## src/rtl/telemetry_pkg.sv

```systemverilog
// Shared types and helpers for the telemetry framing path (transmit packetizer and receive reconstruction).
package telemetry_pkg;

    localparam int unsigned FIELD_W       = 16;
    localparam int unsigned BYTE_W        = 8;
    localparam int unsigned PAYLOAD_BYTES = 8;
    localparam int unsigned IDX_W         = 3;
    localparam int unsigned FRAME_CNT_W   = 16;

    localparam logic [BYTE_W-1:0] SYNC_BYTE_DEFAULT = 8'hA5;

    typedef enum logic [1:0] {
        IDLE,
        SEND_HDR,
        SEND_PAY,
        SEND_CSUM
    } pkt_state_e;

    typedef struct packed {
        logic [FIELD_W-1:0] cpu_freq_mhz;
        logic [FIELD_W-1:0] disk_speed_mbps;
        logic [FIELD_W-1:0] memory_usage;
        logic [FIELD_W-1:0] temperature_c;
    } telemetry_rec_t;

    // Payload byte order: field by field, little-endian within each field.
    function automatic logic [BYTE_W-1:0] payload_byte(input telemetry_rec_t rec,
                                                       input logic [IDX_W-1:0] idx);
        logic [FIELD_W-1:0] field;
        case (idx[2:1])
            2'd0:    field = rec.cpu_freq_mhz;
            2'd1:    field = rec.disk_speed_mbps;
            2'd2:    field = rec.memory_usage;
            default: field = rec.temperature_c;
        endcase
        return idx[0] ? field[15:8] : field[7:0];
    endfunction

    // Modulo-256 sum of the payload bytes; the sync byte is not covered.
    function automatic logic [BYTE_W-1:0] payload_checksum(input telemetry_rec_t rec);
        logic [BYTE_W-1:0] sum;
        sum = '0;
        for (int unsigned i = 0; i < PAYLOAD_BYTES; i++) begin
            sum = BYTE_W'(sum + payload_byte(rec, IDX_W'(i)));
        end
        return sum;
    endfunction

endpackage

```

## src/rtl/telemetry_packetizer_if.sv

```systemverilog
// Record-in / byte-out bus of the telemetry packetizer.
interface telemetry_packetizer_if;
    import telemetry_pkg::*;

    logic                   pkt_valid;
    logic                   pkt_ready;
    logic [FIELD_W-1:0]     cpu_freq_mhz;
    logic [FIELD_W-1:0]     disk_speed_mbps;
    logic [FIELD_W-1:0]     memory_usage;
    logic [FIELD_W-1:0]     temperature_c;
    logic [BYTE_W-1:0]      data_out;
    logic                   fifo_empty;
    logic                   fifo_read;
    logic                   busy;
    logic [FRAME_CNT_W-1:0] frames_sent;

    modport master (
        output pkt_valid, cpu_freq_mhz, disk_speed_mbps, memory_usage, temperature_c, fifo_read,
        input  pkt_ready, data_out, fifo_empty, busy, frames_sent
    );

    modport slave (
        input  pkt_valid, cpu_freq_mhz, disk_speed_mbps, memory_usage, temperature_c, fifo_read,
        output pkt_ready, data_out, fifo_empty, busy, frames_sent
    );

endinterface

```

## src/rtl/telemetry_packetizer.sv

```systemverilog
// Frames one telemetry record as SYNC + 8 payload bytes (+ optional checksum) behind a show-ahead pop port.
module telemetry_packetizer
    import telemetry_pkg::*;
#(
    parameter logic [7:0] SYNC_BYTE   = SYNC_BYTE_DEFAULT,
    parameter bit         CHECKSUM_EN = 1'b1
) (
    input  logic                 clk,
    input  logic                 rst_n,
    telemetry_packetizer_if.slave bus
);

    pkt_state_e             state_q, state_d;
    logic [IDX_W-1:0]       idx_q, idx_d;
    telemetry_rec_t         pend_q, pend_d;
    logic                   pend_full_q, pend_full_d;
    telemetry_rec_t         work_q, work_d;
    logic [FRAME_CNT_W-1:0] frames_q, frames_d;
    logic [BYTE_W-1:0]      data_out_q, data_out_d;
    logic                   fifo_empty_q, fifo_empty_d;
    logic                   pkt_ready_q, pkt_ready_d;
    logic                   busy_q, busy_d;

    logic accept_c;
    logic pop_c;
    logic frame_end_c;
    logic load_c;

    assign accept_c = bus.pkt_valid & ~pend_full_q;
    assign pop_c    = bus.fifo_read & (state_q != IDLE);

    // Next-state: frame sequencing, pending hand-off and record capture.
    always_comb begin
        state_d     = state_q;
        idx_d       = idx_q;
        pend_d      = pend_q;
        pend_full_d = pend_full_q;
        work_d      = work_q;
        frames_d    = frames_q;
        frame_end_c = 1'b0;
        load_c      = 1'b0;

        case (state_q)
            IDLE: begin
                if (pend_full_q) load_c = 1'b1;
            end
            SEND_HDR: begin
                if (pop_c) begin
                    state_d = SEND_PAY;
                    idx_d   = '0;
                end
            end
            SEND_PAY: begin
                if (pop_c) begin
                    if (idx_q == IDX_W'(PAYLOAD_BYTES - 1)) begin
                        if (CHECKSUM_EN) state_d = SEND_CSUM;
                        else             frame_end_c = 1'b1;
                    end else begin
                        idx_d = IDX_W'(idx_q + IDX_W'(1));
                    end
                end
            end
            SEND_CSUM: begin
                if (pop_c) frame_end_c = 1'b1;
            end
            default: state_d = IDLE;
        endcase

        if (frame_end_c) begin
            frames_d = FRAME_CNT_W'(frames_q + FRAME_CNT_W'(1));
            if (pend_full_q) load_c  = 1'b1;
            else             state_d = IDLE;
        end

        if (load_c) begin
            work_d      = pend_q;
            pend_full_d = 1'b0;
            state_d     = SEND_HDR;
            idx_d       = '0;
        end

        // Accept only happens with pending empty, so it never collides with a load.
        if (accept_c) begin
            pend_d.cpu_freq_mhz    = bus.cpu_freq_mhz;
            pend_d.disk_speed_mbps = bus.disk_speed_mbps;
            pend_d.memory_usage    = bus.memory_usage;
            pend_d.temperature_c   = bus.temperature_c;
            pend_full_d            = 1'b1;
        end
    end

    // Outputs are precomputed from next state so they leave the block registered.
    always_comb begin
        data_out_d = '0;
        case (state_d)
            SEND_HDR:  data_out_d = SYNC_BYTE;
            SEND_PAY:  data_out_d = payload_byte(work_d, idx_d);
            SEND_CSUM: data_out_d = payload_checksum(work_d);
            default:   data_out_d = '0;
        endcase
        fifo_empty_d = (state_d == IDLE);
        pkt_ready_d  = ~pend_full_d;
        busy_d       = (state_d != IDLE) | pend_full_d;
    end

    always_ff @(posedge clk or negedge rst_n) begin
        if (!rst_n) begin
            state_q      <= IDLE;
            idx_q        <= '0;
            pend_q       <= '0;
            pend_full_q  <= 1'b0;
            work_q       <= '0;
            frames_q     <= '0;
            data_out_q   <= '0;
            fifo_empty_q <= 1'b1;
            pkt_ready_q  <= 1'b1;
            busy_q       <= 1'b0;
        end else begin
            state_q      <= state_d;
            idx_q        <= idx_d;
            pend_q       <= pend_d;
            pend_full_q  <= pend_full_d;
            work_q       <= work_d;
            frames_q     <= frames_d;
            data_out_q   <= data_out_d;
            fifo_empty_q <= fifo_empty_d;
            pkt_ready_q  <= pkt_ready_d;
            busy_q       <= busy_d;
        end
    end

    assign bus.data_out    = data_out_q;
    assign bus.fifo_empty  = fifo_empty_q;
    assign bus.pkt_ready   = pkt_ready_q;
    assign bus.busy        = busy_q;
    assign bus.frames_sent = frames_q;

endmodule

```

## src/flat_wrapper.sv

```systemverilog
// flat-port wrapper written by rule: the top's interface ports become plain ports
module telemetry_packetizer_flat import telemetry_pkg::*;
#(
    parameter logic [7:0] SYNC_BYTE   = SYNC_BYTE_DEFAULT,
    parameter bit         CHECKSUM_EN = 1'b1
)
  (clk, rst_n, bus_pkt_valid, bus_cpu_freq_mhz, bus_disk_speed_mbps, bus_memory_usage, bus_temperature_c, bus_fifo_read, bus_pkt_ready, bus_data_out, bus_fifo_empty, bus_busy, bus_frames_sent);
  telemetry_packetizer_if bus_i ();
  input  logic clk;
  input  logic rst_n;
  input wire logic [$bits(bus_i.pkt_valid)-1:0] bus_pkt_valid;
  input wire logic [$bits(bus_i.cpu_freq_mhz)-1:0] bus_cpu_freq_mhz;
  input wire logic [$bits(bus_i.disk_speed_mbps)-1:0] bus_disk_speed_mbps;
  input wire logic [$bits(bus_i.memory_usage)-1:0] bus_memory_usage;
  input wire logic [$bits(bus_i.temperature_c)-1:0] bus_temperature_c;
  input wire logic [$bits(bus_i.fifo_read)-1:0] bus_fifo_read;
  output wire logic [$bits(bus_i.pkt_ready)-1:0] bus_pkt_ready;
  output wire logic [$bits(bus_i.data_out)-1:0] bus_data_out;
  output wire logic [$bits(bus_i.fifo_empty)-1:0] bus_fifo_empty;
  output wire logic [$bits(bus_i.busy)-1:0] bus_busy;
  output wire logic [$bits(bus_i.frames_sent)-1:0] bus_frames_sent;
  assign bus_i.pkt_valid = bus_pkt_valid;
  assign bus_i.cpu_freq_mhz = bus_cpu_freq_mhz;
  assign bus_i.disk_speed_mbps = bus_disk_speed_mbps;
  assign bus_i.memory_usage = bus_memory_usage;
  assign bus_i.temperature_c = bus_temperature_c;
  assign bus_i.fifo_read = bus_fifo_read;
  assign bus_pkt_ready = bus_i.pkt_ready;
  assign bus_data_out = bus_i.data_out;
  assign bus_fifo_empty = bus_i.fifo_empty;
  assign bus_busy = bus_i.busy;
  assign bus_frames_sent = bus_i.frames_sent;
  telemetry_packetizer #(.SYNC_BYTE(SYNC_BYTE), .CHECKSUM_EN(CHECKSUM_EN)) u_core (.clk(clk), .rst_n(rst_n), .bus(bus_i));
endmodule
```

## config.mk

```make
export PLATFORM = sky130hd
export DESIGN_NAME = telemetry_packetizer_flat
export DESIGN_NICKNAME = d
export VERILOG_FILES = /design/src/rtl/telemetry_pkg.sv /design/src/rtl/telemetry_packetizer_if.sv /design/src/rtl/telemetry_packetizer.sv /design/src/flat_wrapper.sv
export SDC_FILE = /design/constraint.sdc
export NUM_CORES = 1
export LEC_CHECK = 0
export ABC_AREA = 1
export BUFFER_PORTS_ARGS = -buffer_cell sky130_fd_sc_hd__clkbuf_2
export CAP_MARGIN = 25
export CELL_PAD_IN_SITES_DETAIL_PLACEMENT = 0
export CELL_PAD_IN_SITES_GLOBAL_PLACEMENT = 1
export CORE_MARGIN = 5
export CORE_UTILIZATION = 45
export CTS_BUF_LIST = sky130_fd_sc_hd__clkbuf_8
export DETAILED_ROUTE_END_ITERATION = 8
export GPL_TIMING_DRIVEN = 1
export PLACE_DENSITY_LB_ADDON = 0.1
export SLEW_MARGIN = 20
export SYNTH_ARGS = -nofsm -noshare
export SYNTH_HDL_FRONTEND = slang
export SYNTH_SLANG_ARGS = --single-unit
```

## constraint.sdc

```tcl
create_clock -name clk -period 7.7 [get_ports clk]
set_input_delay 0.77 -clock clk [delete_from_list [all_inputs] [get_ports clk]]
set_output_delay 0.77 -clock clk [all_outputs]
set_load 0.05 [all_outputs]
```

; ---- Yosys cells after proc, flatten, opt, wreduce, memory -nomap -nowiden
; Cells that the tools add are included.
[op_classes]
addsub = 9
n_eq_ne = 9
muxes = 28
bitwise_logic = 5
n_reduce_logical = 5
[ops]
columns = op, count
row1 = 16-bit two-way mux, 4
row2 = 64-bit two-way mux, 1
row3 = 8-bit adder, 7
row4 = 16-bit one-hot mux with 3 select lines, 1
row5 = 8-bit one-hot mux with 3 select lines, 1
row6 = 16-bit by 1-bit adder with 16-bit output (second input constant), 1
row7 = 2-bit two-way mux, 6
row8 = 3-bit two-way mux, 4
row9 = 2-bit == test (second input constant), 5
row10 = 1-bit two-way mux, 8
row11 = 8-bit two-way mux, 1
row12 = 2-bit by 1-bit == test with 1-bit output (second input constant), 3
row13 = 2-bit zero test, 3
row14 = 3-bit one-hot mux with 2 select lines, 1
row15 = 2-bit one-hot mux with 2 select lines, 1
row16 = 2-bit nonzero test, 2
row17 = 3-bit by 1-bit adder with 3-bit output (second input constant), 1
row18 = 3-bit == test (second input constant), 1
row19 = 1-bit bitwise AND, 2
row20 = 1-bit inverter, 2
row21 = 1-bit bitwise OR, 1
[totals]
regBits = 161
out_inout_bits = 27
word_cells = 72

; ---- Longest topological paths before layout
; Gate-level depths: netlist of run 1.
[logic_depth]
word_depth = 17
ltp_mapped = 33

; ---- Least setup slack after synthesis of run 1
; OpenSTA, ideal clock, no wires.
[synth_path]
kind = input to register
start = input bus_fifo_read
end = register u_core.data_out_q[7] (netlist: u_core.bus.data_out[7])
arrival_ns = 5.006
t_required_ns = 7.584
setup_slack_ns = 2.578
path_stages = 26
path_cell_list = a21o_1 -> nand2_2 -> buf_4 -> buf_4 -> buf_4 -> nand2_1 -> nand2_1 -> fa_1 -> fa_1 -> fa_1 -> inv_1 -> fa_1 -> inv_1 -> ha_1 -> a21oi_1 -> nand2_1 -> nand2_1 -> nand2_1 -> a21oi_1 -> nand3_1 -> nand2_1 -> inv_1 -> nand3_1 -> nand3_1 -> nand2_1 -> nand2_1
[synth_rtl]
columns = element, line_no
row1 = "start, declared", flat_wrapper.sv:16  ; input wire logic [$bits(bus_i.fifo_read)-1:0] bus_fifo_read;
row2 = "end signal, assigned", telemetry_packetizer.sv:125  ; data_out_q <= data_out_d;
row3 = "end, declared", telemetry_packetizer.sv:19  ; logic [BYTE_W-1:0] data_out_q, data_out_d;

==> flow_summary_export.csv, run 1 <==
group,metric,value,unit
run_status,status,"finished, final reports clean",
clocking,cts-resized-gates,0,
clocking,clock_sinks,161,
global_routing,grt_pass1_wl,31.03,mm
routing,viasPerCell,4.839,
global_routing,grt.busiest_layer,"met2",
setup_path,timing.rr.start,"u_core.state_q[0]$_DFF_PN0_",
timing,fin_crit_sh,71.97,%
timing,final_hold_viol_count,0,
timing,period_minus_slack,5.542,ns
die,io_pins,95,
global_routing,met1_usage,25.91,%
setup_path,critical_path_class,"flop to flop",
cells_and_area,finish.net_count,1095,
yosys,seq_area_frac_synth,48.10,%
setup_path,required,8.06,ns
global_routing,grt_util_met2,28.29,%
cells_and_area,area_growth_syn_to_layout,14.06,%
routing,firstDrtPassIters,5,
yosys,ys_ff_latch,161,
global_routing,track_usage,18.17,%
clocking,ctsHoldBuffers,0,
routing,ant_nets,0,
clocking,cts-root-buf,"clkbuf_8",
global_routing,antenna_found_initial,0,
clocking,cts_max_path_buffers,2,
global_routing,grt_max_degree,87,
clocking,clock_latency,0.46,ns
setup_path,reg2reg_slack,2.16,ns
placed_design,io_buffer_count,94,
global_routing,grt_overflow,0,
yosys,synth_area,0.008382,mm²
timing,finalSetupViolCount,0,
placed_design,place_worst_setup_slack,1.975,ns
setup_path,r2r_cells,26,
timing,tightest_slew,0.8825,ns
yosys,synth_nets,1000,
timing,rsz0062_at_grt,"false",
clocking,cts_tree,"built",
global_routing,met3_usage,3.073,%
setup_path,r2r_end,"u_core.bus.data_out[7]$_DFF_PN0_",
die,rows,50,
routing,wl_per_cell,15.09,µm
timing,worst_clock_skew,0.01139,ns
routing,vias,5909,
placed_design,place_congestion,0.8119,
setup_path,worstPathArrival,5.90,ns
min_path,hold_class,"primary input to asynchronous set/reset pin",
timing,finalSetupTns,0,ns
global_routing,grt_pass1_vias,6104,
die,dieArea,0.02145,mm²
clocking,numCtsBuffers,17,
timing,slew_headroom,41.16,%
yosys,syn_avg_cell_area,9.536,µm²
routing,drc,0,
timing,slew_violations,0,
die,die_x,146.5,µm
placed_design,dp_hpwl,13.11,mm
timing,timing.hold.ws,0.3608,ns
die,initial_core_util,45.26,%
yosys,syn-instance-count,879,
cells_and_area,antennaDiodeCount,0,
cells_and_area,drive_above_1_share,23.40,%
timing,timing.fmax,180.4,MHz
die,core_area,0.01852,mm²
job,max-cap-violations,0,
timing,timing.final.ws_setup,2.158,ns
yosys,ys_types,37,
clocking,post_cts_buffers,0,
setup_path,cp_max_fo,38,
setup_path,start_kind,"flop",
clocking,htree_levels,4,
routing,drtIter0Drc,302,
yosys,synth_warnings,0,
routing,drt_wl_total,18.43,mm
setup_path,cp-startpoint,"u_core.state_q[0]$_DFF_PN0_",
clocking,cts.clk_slew.worst_paths,0.09,ns
setup_path,cp-end-kind,"flop",
die,die_height,146.5,µm
## placed cells by master, fill, tap and decap left out, drive strengths merged, types with 11 or more instances in the layout
cell type,n
a21oi,26
ha,15
fa,38
inv,113
or2,18
nand2,273
nor2,29
nand3,53
clkbuf,112
dfrtp,159
o21ai,33
mux2,60
xor2,11
## sequential cells by signal, summed over array words and instances (netlist names)
register                cells
u_core.pend_q              64
u_core.work_q              64
u_core.bus.frames_sent     16
u_core.bus.data_out         8
u_core.idx_q                3
u_core.state_q              2
u_core.bus.busy             1
u_core.bus.fifo_empty       1
u_core.bus.pkt_ready        1
u_core.pend_full_q          1
## cells in the mapped netlist, drive strengths merged
master  count  area share, %
nand3b      1          0.090
o21bai      2           0.18
ha         15            2.2
a21oi      26            1.6
xnor2       7           0.73
nor2       29            1.5
or2        18            1.3
mux2       60            8.1
buf        27            1.8
a211oi      1           0.15
nor3        2           0.24
inv       110            4.9
fa         38            9.1
dfstp       2           0.63
dfrtp     159             47
o21a        4           0.36
nand4       4           0.30
xor2       11            1.1
nand3      53            3.3
mux2i       2           0.24
nand2     273             12
and3        1          0.075
a21o        1          0.090
o21ai      33            2.0
## per-layer routing
metal	share of wire [%]	wire [µm]
met1	49	9081
met2	45	8292
met3	4.2	777
met4	1.5	276
met5	0	0
## cell type report
cell class / instances / area [µm²]
fill: 1823 / 8957
sequential: 161 / 4031
multi-input combinational: 581 / 3790
timing repair buffer: 103 / 564.3
inverter: 110 / 412.9
tap: 234 / 292.8
clock buffer: 19 / 261.5
clock inverter: 13 / 207.7
## worst max path at each step
stage	end	slack, ns
global route	u_core.bus.data_out[7]$_DFF_PN0_	1.66
global placement	u_core.bus.data_out[7]$_DFF_PN0_	2.05
CTS	u_core.bus.data_out[7]$_DFF_PN0_	2.10
floorplan	u_core.bus.data_out[7]$_DFF_PN0_	2.58
detailed placement	u_core.bus.data_out[7]$_DFF_PN0_	1.97
finish	u_core.bus.data_out[7]$_DFF_PN0_	2.16
## through the flow
stage | util (%) | area [µm²] | std cells
global placement | 48.95 | 9064 | 1188
detailed placement | 48.95 | 9064 | 1188
global route | 51.63 | 9560 | 1221
finish | 51.63 | 9560 | 1221
floorplan | - | 8382 | 879
CTS | 51.48 | 9533 | 1220
## cells by family after synthesis
family	count (synthesis)	synth area share, %
fa+ha+maj	53	11.32
simple gates	381	19.30
flops	161	48.10
compound gates	67	4.389
buf+inv	137	6.717
xor+xnor	18	1.881
mux	62	8.300
## worst max-delay path, cell delays in order, from the launching register on
cell,delay (ns)
dfrtp_1,0.41
inv_1,0.11
ha_1,0.27
a21o_1,0.17
nand2_2,0.47
buf_4,0.39
o21ai_0,0.14
inv_1,0.10
fa_1,0.54
inv_1,0.05
fa_1,0.48
inv_1,0.06
fa_1,0.52
inv_1,0.05
fa_1,0.55
inv_1,0.05
ha_1,0.30
nand2_1,0.09
nand2_1,0.05
a21oi_1,0.17
nand3_1,0.09
nand2_1,0.09
inv_1,0.05
nand3_1,0.05
nand3_1,0.06
nand2_1,0.07
nand2_1,0.05
Power of run 1 is left out: the tool's default activity adds up to more than one toggle a clock period on the data nets, which glitch-free logic cannot reach.
==> inputs of run 2 (changes only) <==
Settings changed: ABC_AREA 1 to 0.
Clock period 7.7 ns to 5.2 ns, I/O delays scaled along.
==> flow_summary_export.csv, run 2 <==
group,metric,value,unit
run_status,status,"finished, final reports clean",
timing,worst_clock_skew,0.01673,ns
timing,slew_violations,0,
cells_and_area,area_growth_syn_to_layout,18.14,%
yosys,synth_area_leader_cell,"dfrtp_1",
yosys,ys_types,59,
cells_and_area,layout_commonest_cell,"dfrtp_1",
timing,slew_headroom,36.31,%
yosys,synth_async_sr_flop_share,100.0,%
cells_and_area,layout_common_cells,"157 x dfrtp_1, 134 x nand2_1, 93 x clkbuf_2, 82 x mux2_2, 54 x inv_1",
routing,drtIter0Drc,296,
clocking,clock_sinks,161,
global_routing,grt_pass1_wl,31.10,mm
yosys,syn_avg_cell_area,11.51,µm²
clocking,cts_tree,"built",
min_path,hold_class,"primary input to flop",
setup_path,reg2reg_slack,0.19,ns
routing,ant_nets,0,
routing,wl_per_cell,18.26,µm
die,initial_core_util,45.79,%
setup_path,worstPathArrival,5.34,ns
clocking,cts_max_path_buffers,2,
cells_and_area,drive_above_1_share,33.84,%
die,die_x,145.4,µm
placed_design,dp_hpwl,13.95,mm
routing,drt_wl_total,19.72,mm
timing,rsz0062_at_grt,"true",
cells_and_area,antennaDiodeCount,0,
die,dieArea,0.02115,mm²
clocking,numCtsBuffers,17,
yosys,synth_area_leaders,"dfrtp_1 48%, mux2_2 11%, fa_1 9.2%, nand2_1 6.3%, xnor2_1 3.0%",
yosys,ys_ff_latch,161,
yosys,seq_area_frac_synth,48.84,%
timing,period_minus_slack,5.012,ns
global_routing,grt_pass1_vias,5889,
global_routing,antenna_found_initial,0,
yosys,synth_area,0.008254,mm²
timing,finalSetupTns,0,ns
cells_and_area,finish.net_count,959,
die,core_area,0.01802,mm²
setup_path,timing.rr.start,"u_core.state_q[0]$_DFF_PN0_",
timing,timing.fmax,199.5,MHz
routing,vias,5659,
yosys,syn-instance-count,717,
setup_path,r2r_end,"u_core.bus.data_out[7]$_DFF_PN0_",
routing,viasPerCell,5.240,
placed_design,io_buffer_count,94,
die,io_pins,95,
routing,firstDrtPassIters,4,
yosys,synth_warnings,0,
global_routing,grt_overflow,0,
placed_design,place_congestion,0.8869,
global_routing,track_usage,18.21,%
setup_path,critical_path_class,"flop to flop",
setup_path,start_kind,"flop",
timing,final_hold_viol_count,0,
setup_path,cp-startpoint,"u_core.state_q[0]$_DFF_PN0_",
setup_path,r2r_cells,18,
yosys,synth_nets,838,
cells_and_area,post-route-util,54.10,%
yosys,yosysMostFrequentCell,"dfrtp_1",
yosys,yosysTopAreaCellShare,48.20,%
clocking,htree_levels,4,
routing,drc,0,
die,die_height,145.4,µm
timing,fin_crit_sh,96.38,%
yosys,synth_edf_count,0,
timing,finalSetupViolCount,0,
yosys,synthFlopType,"dfrtp_1",
job,max-cap-violations,0,
setup_path,cp_max_fo,6,
setup_path,required,5.53,ns
clocking,cts.clk_slew.worst_paths,0.09,ns
yosys,synth_common_cells,"159 x dfrtp_1, 139 x nand2_1, 83 x mux2_2",
clocking,cts-root-buf,"clkbuf_8",
clocking,clock_latency,0.46,ns
die,rows,49,
setup_path,crit_path_end,"u_core.bus.data_out[7]$_DFF_PN0_",
global_routing,grt_max_degree,61,
setup_path,cp-end-kind,"flop",
timing,tightest_slew,0.9522,ns
## run 2: cell types whose count changed after synthesis, moves of 11 or more
cell     change
inv_1       -46
mux2_2      +23
mux2i_1     +18
nand2_1    -127
nand3_1     -36
nor2_1      -11
o21ai_0     -15
xnor2_1     +21
## run 2: worst min-delay path by stage
| stage | cells after the start | from | end | slack (ns) |
|---|---|---|---|---|
| finish | 3 | bus_pkt_valid | u_core.bus.busy$_DFF_PN0_ | 0.26 |
| detailed placement | 1 | u_core.bus.frames_sent[15]$_DFFE_PN0N_ | u_core.bus.frames_sent[15]$_DFFE_PN0N_ | 0.46 |
| CTS | 3 | bus_pkt_valid | u_core.bus.busy$_DFF_PN0_ | 0.24 |
| global placement | 1 | rst_n | u_core.bus.frames_sent[6]$_DFFE_PN0N_ | 0.46 |
| floorplan | 0 | rst_n | u_core.bus.busy$_DFF_PN0_ | 0.22 |
| global route | 2 | bus_memory_usage[5] | u_core.pend_q[21]$_DFFE_PN0P_ | 0.26 |
## run 2: cells by family (layout without fill, tap and decap cells)
logic type / count (synthesis) / count (layout) / synth area share (%)
adders and majority gates: 53 / 53 / 11.49
AOI/OAI and AO/OA: 71 / 71 / 6.230
buffers and inverters: 91 / 222 / 4.760
xor gates and xnor gates: 35 / 35 / 3.714
muxes: 106 / 106 / 14.16
and+or+nand+nor: 200 / 203 / 10.81
DFF: 161 / 161 / 48.84
## run 2: routing by layer
layer | vias to the layer above | share of wire (%) | GRT usage, %
li1 | 2633 | - | -
met5 | - | 0 | 0
met2 | 141 | 49 | 29.50
met3 | 26 | 5.1 | 3.955
met4 | 0 | 2.1 | 6.110
met1 | 2859 | 43 | 24.47
## run 2: cell type report
class,count,area [µm²]
clock buffers,21,289.0
clock inverters,11,101.3
fillers,1621,8273
inverters,61,229.0
multi-input cells,468,3986
flip-flops and latches,161,4034
well taps,229,286.5
repair buffers,129,825.8
## run 2: repair_timing
item / CTS / global route
setup endpoints to repair: 1 / 4
gates cloned: 0 / 5
endpoints found under the hold margin: 43 / 0
resized for setup: 1 / 30
hold buffers: 1 / 0
buffers inserted: 0 / 15
pin swaps: 0 / 11
## run 2: through the flow
step                hold slack, ns  instances  setup slack (ns)  cell area, µm²
global placement            0.4618       1027           0.08285            9030
CTS                         0.2443       1060           0.02951            9435
finish                      0.2630       1080            0.1883            9752
global route                0.2626       1080          -0.06372            9752
detailed placement          0.4627       1027          -0.01691            9030
floorplan                   0.2244        717          0.007951            8287
## run 2: worst max-delay path: stages (launching register included)
cell      delay (ns)
dfrtp_2         0.45
ha_2            0.22
a21o_4          0.28
nand2_8         0.12
mux2_2          0.38
fa_1            0.47
fa_1            0.52
fa_1            0.55
inv_1           0.05
fa_1            0.51
inv_1           0.06
ha_1            0.30
a21o_1          0.17
a21oi_2         0.14
o21bai_1        0.09
a21oi_1         0.18
xnor2_1         0.16
nor3_1          0.07
nand4b_1        0.18
Power of run 2 is left out for the same reason.
==> inputs of run 3 (changes only) <==
Settings changed: CORE_MARGIN 5 to 3, GPL_ROUTABILITY_DRIVEN set to 0.
==> flow_summary_export.csv, run 3 (synthesized netlist as in run 2, its figures left out) <==
group,metric,value,unit
setup_path,critical_path_class,"flop to flop",
placed_design,dp_hpwl,13.93,mm
min_path,hold_class,"primary input to asynchronous set/reset pin",
setup_path,start_kind,"flop",
routing,wl_met2,9.848,mm
routing,wl_met3,1.025,mm
setup_path,r2r_cells,19,
timing,tightest_slew,0.9461,ns
routing,drc,0,
cells_and_area,layout_common_cells,"159 x dfrtp_1, 139 x nand2_1, 93 x clkbuf_2, 79 x mux2_2, 56 x inv_1",
routing,top_layer,"met4",
routing,vias,5640,
global_routing,antenna_found_initial,0,
placed_design,dpl.cell_count,1021,
clocking,numCtsBuffers,17,
clocking,cts_tree,"built",
global_routing,grt_pass1_wl,31.04,mm
timing,slew_violations,0,
timing,final_hold_viol_count,0,
routing,firstDrtPassIters,6,
clocking,clock_latency,0.46,ns
clocking,htree_levels,4,
global_routing,track_usage,19.91,%
die,die_x,141.4,µm
clocking,cts.clk_slew.worst_paths,0.09,ns
setup_path,cp_max_fo,7,
die,rows,48,
cells_and_area,instances_no_fill,1063,
clocking,ctsHoldBuffers,0,
die,io_pins,95,
clocking,cts-root-buf,"clkbuf_8",
setup_path,r2r_end,"u_core.bus.data_out[7]$_DFF_PN0_",
clocking,cts_max_path_buffers,2,
timing,timing.hold.ws,0.1722,ns
timing,timing.fmax,199.6,MHz
die,core_area,0.01760,mm²
die,die_height,141.4,µm
cells_and_area,area_growth_syn_to_layout,15.99,%
global_routing,grt_pass1_vias,5949,
cells_and_area,drive_above_1_share,31.26,%
routing,wl_per_cell,18.67,µm
timing,finalSetupViolCount,0,
routing,wl_met1,8.636,mm
cells_and_area,antennaDiodeCount,0,
timing,fin_crit_sh,96.37,%
routing,ant_nets,0,
placed_design,io_buffer_count,94,
cells_and_area,finish.net_count,947,
routing,drt_wl_total,19.85,mm
global_routing,grt_overflow,0,
die,initial_core_util,46.91,%
timing,worst_clock_skew,0.01202,ns
clocking,clock_sinks,161,
setup_path,cp-end-kind,"flop",
cells_and_area,post-route-util,54.41,%
routing,viasPerCell,5.306,
die,dieArea,0.02000,mm²
cells_and_area,layout_commonest_cell,"dfrtp_1",
setup_path,timing.rr.start,"u_core.state_q[1]$_DFF_PN0_",
timing,period_minus_slack,5.011,ns
routing,drtIter0Drc,423,
global_routing,grt_max_degree,117,
job,max-cap-violations,0,
setup_path,worstPathArrival,5.35,ns
timing,slew_headroom,36.79,%
setup_path,required,5.54,ns
setup_path,reg2reg_slack,0.19,ns
run_status,status,"finished, final reports clean",
[run 3: cell types whose count changed in the layout (fill, tap and decap cells not counted), sizes merged]
cell and change:
bufinv -1, inv +1, clkinv -3, clkbuf +1, clkinvlp +2, buf -12, dlygate4sd3 -1
[run 3: cell type report]
class                   count  area (µm²)
clock inverters            10       76.32
multi-input cells         468        3956
well taps                 225       281.5
flip-flops and latches    161        4031
repair buffers            117       710.7
clock buffers              21       289.0
fillers                  1551        8023
inverters                  61       229.0
[run 3: how the worst max path moves through the flow]
stage / end / slack [ns] / depth (start not counted) / start
3_3_place_gp: u_core.bus.data_out[7]$_DFF_PN0_ / 0.14 / 19 / u_core.state_q[0]$_DFF_PN0_
5_1_grt: u_core.bus.data_out[6]$_DFF_PN0_ / -0.03 / 22 / u_core.state_q[1]$_DFF_PN0_
6_report: u_core.bus.data_out[7]$_DFF_PN0_ / 0.19 / 19 / u_core.state_q[1]$_DFF_PN0_
2_1_floorplan: u_core.bus.data_out[7]$_DFF_PN0_ / 0.008 / 25 / u_core.state_q[0]$_DFF_PN0_
3_5_place_dp: u_core.bus.data_out[7]$_DFF_PN0_ / 0.03 / 21 / u_core.state_q[1]$_DFF_PN0_
4_1_cts: u_core.bus.data_out[7]$_DFF_PN0_ / 0.02 / 21 / u_core.state_q[1]$_DFF_PN0_
[run 3: critical path: stages (launching register included)]
cell	delay (ns)
dfrtp_1	0.45
inv_2	0.09
ha_4	0.19
a21o_4	0.26
nand2_8	0.13
buf_12	0.14
buf_4	0.12
mux2_2	0.37
fa_1	0.53
inv_1	0.05
fa_1	0.47
fa_1	0.52
fa_1	0.44
xnor2_1	0.14
xnor2_1	0.14
xnor2_1	0.27
xnor2_1	0.17
xnor2_1	0.16
nor3_1	0.07
nand4b_1	0.18
[run 3: timing repair]
action	CTS	global route
setup buffers	0	6
endpoints found under the setup margin	0	3
gates resized for setup	0	20
endpoints found under the hold margin	0	0
[run 3: routing by layer]
| layer | vias up | GRT usage, % |
|---|---|---|
| met4 | 0 | 6.010 |
| met1 | 2833 | 26.14 |
| li1 | 2623 | - |
| met2 | 159 | 33.38 |
| met3 | 25 | 4.280 |
| met5 | - | 0 |
[run 3: per-stage QoR]
stage,setup WS [ns],setup TNS [ns],cell area (µm²)
2_1_floorplan,0.007951,0,8287
6_report,0.1889,0,9574
5_1_grt,-0.02922,-0.04547,9574
4_1_cts,0.02178,0,9363
3_3_place_gp,0.1448,0,8997
3_5_place_dp,0.03475,0,8997
Power of run 3 is left out for the same reason.
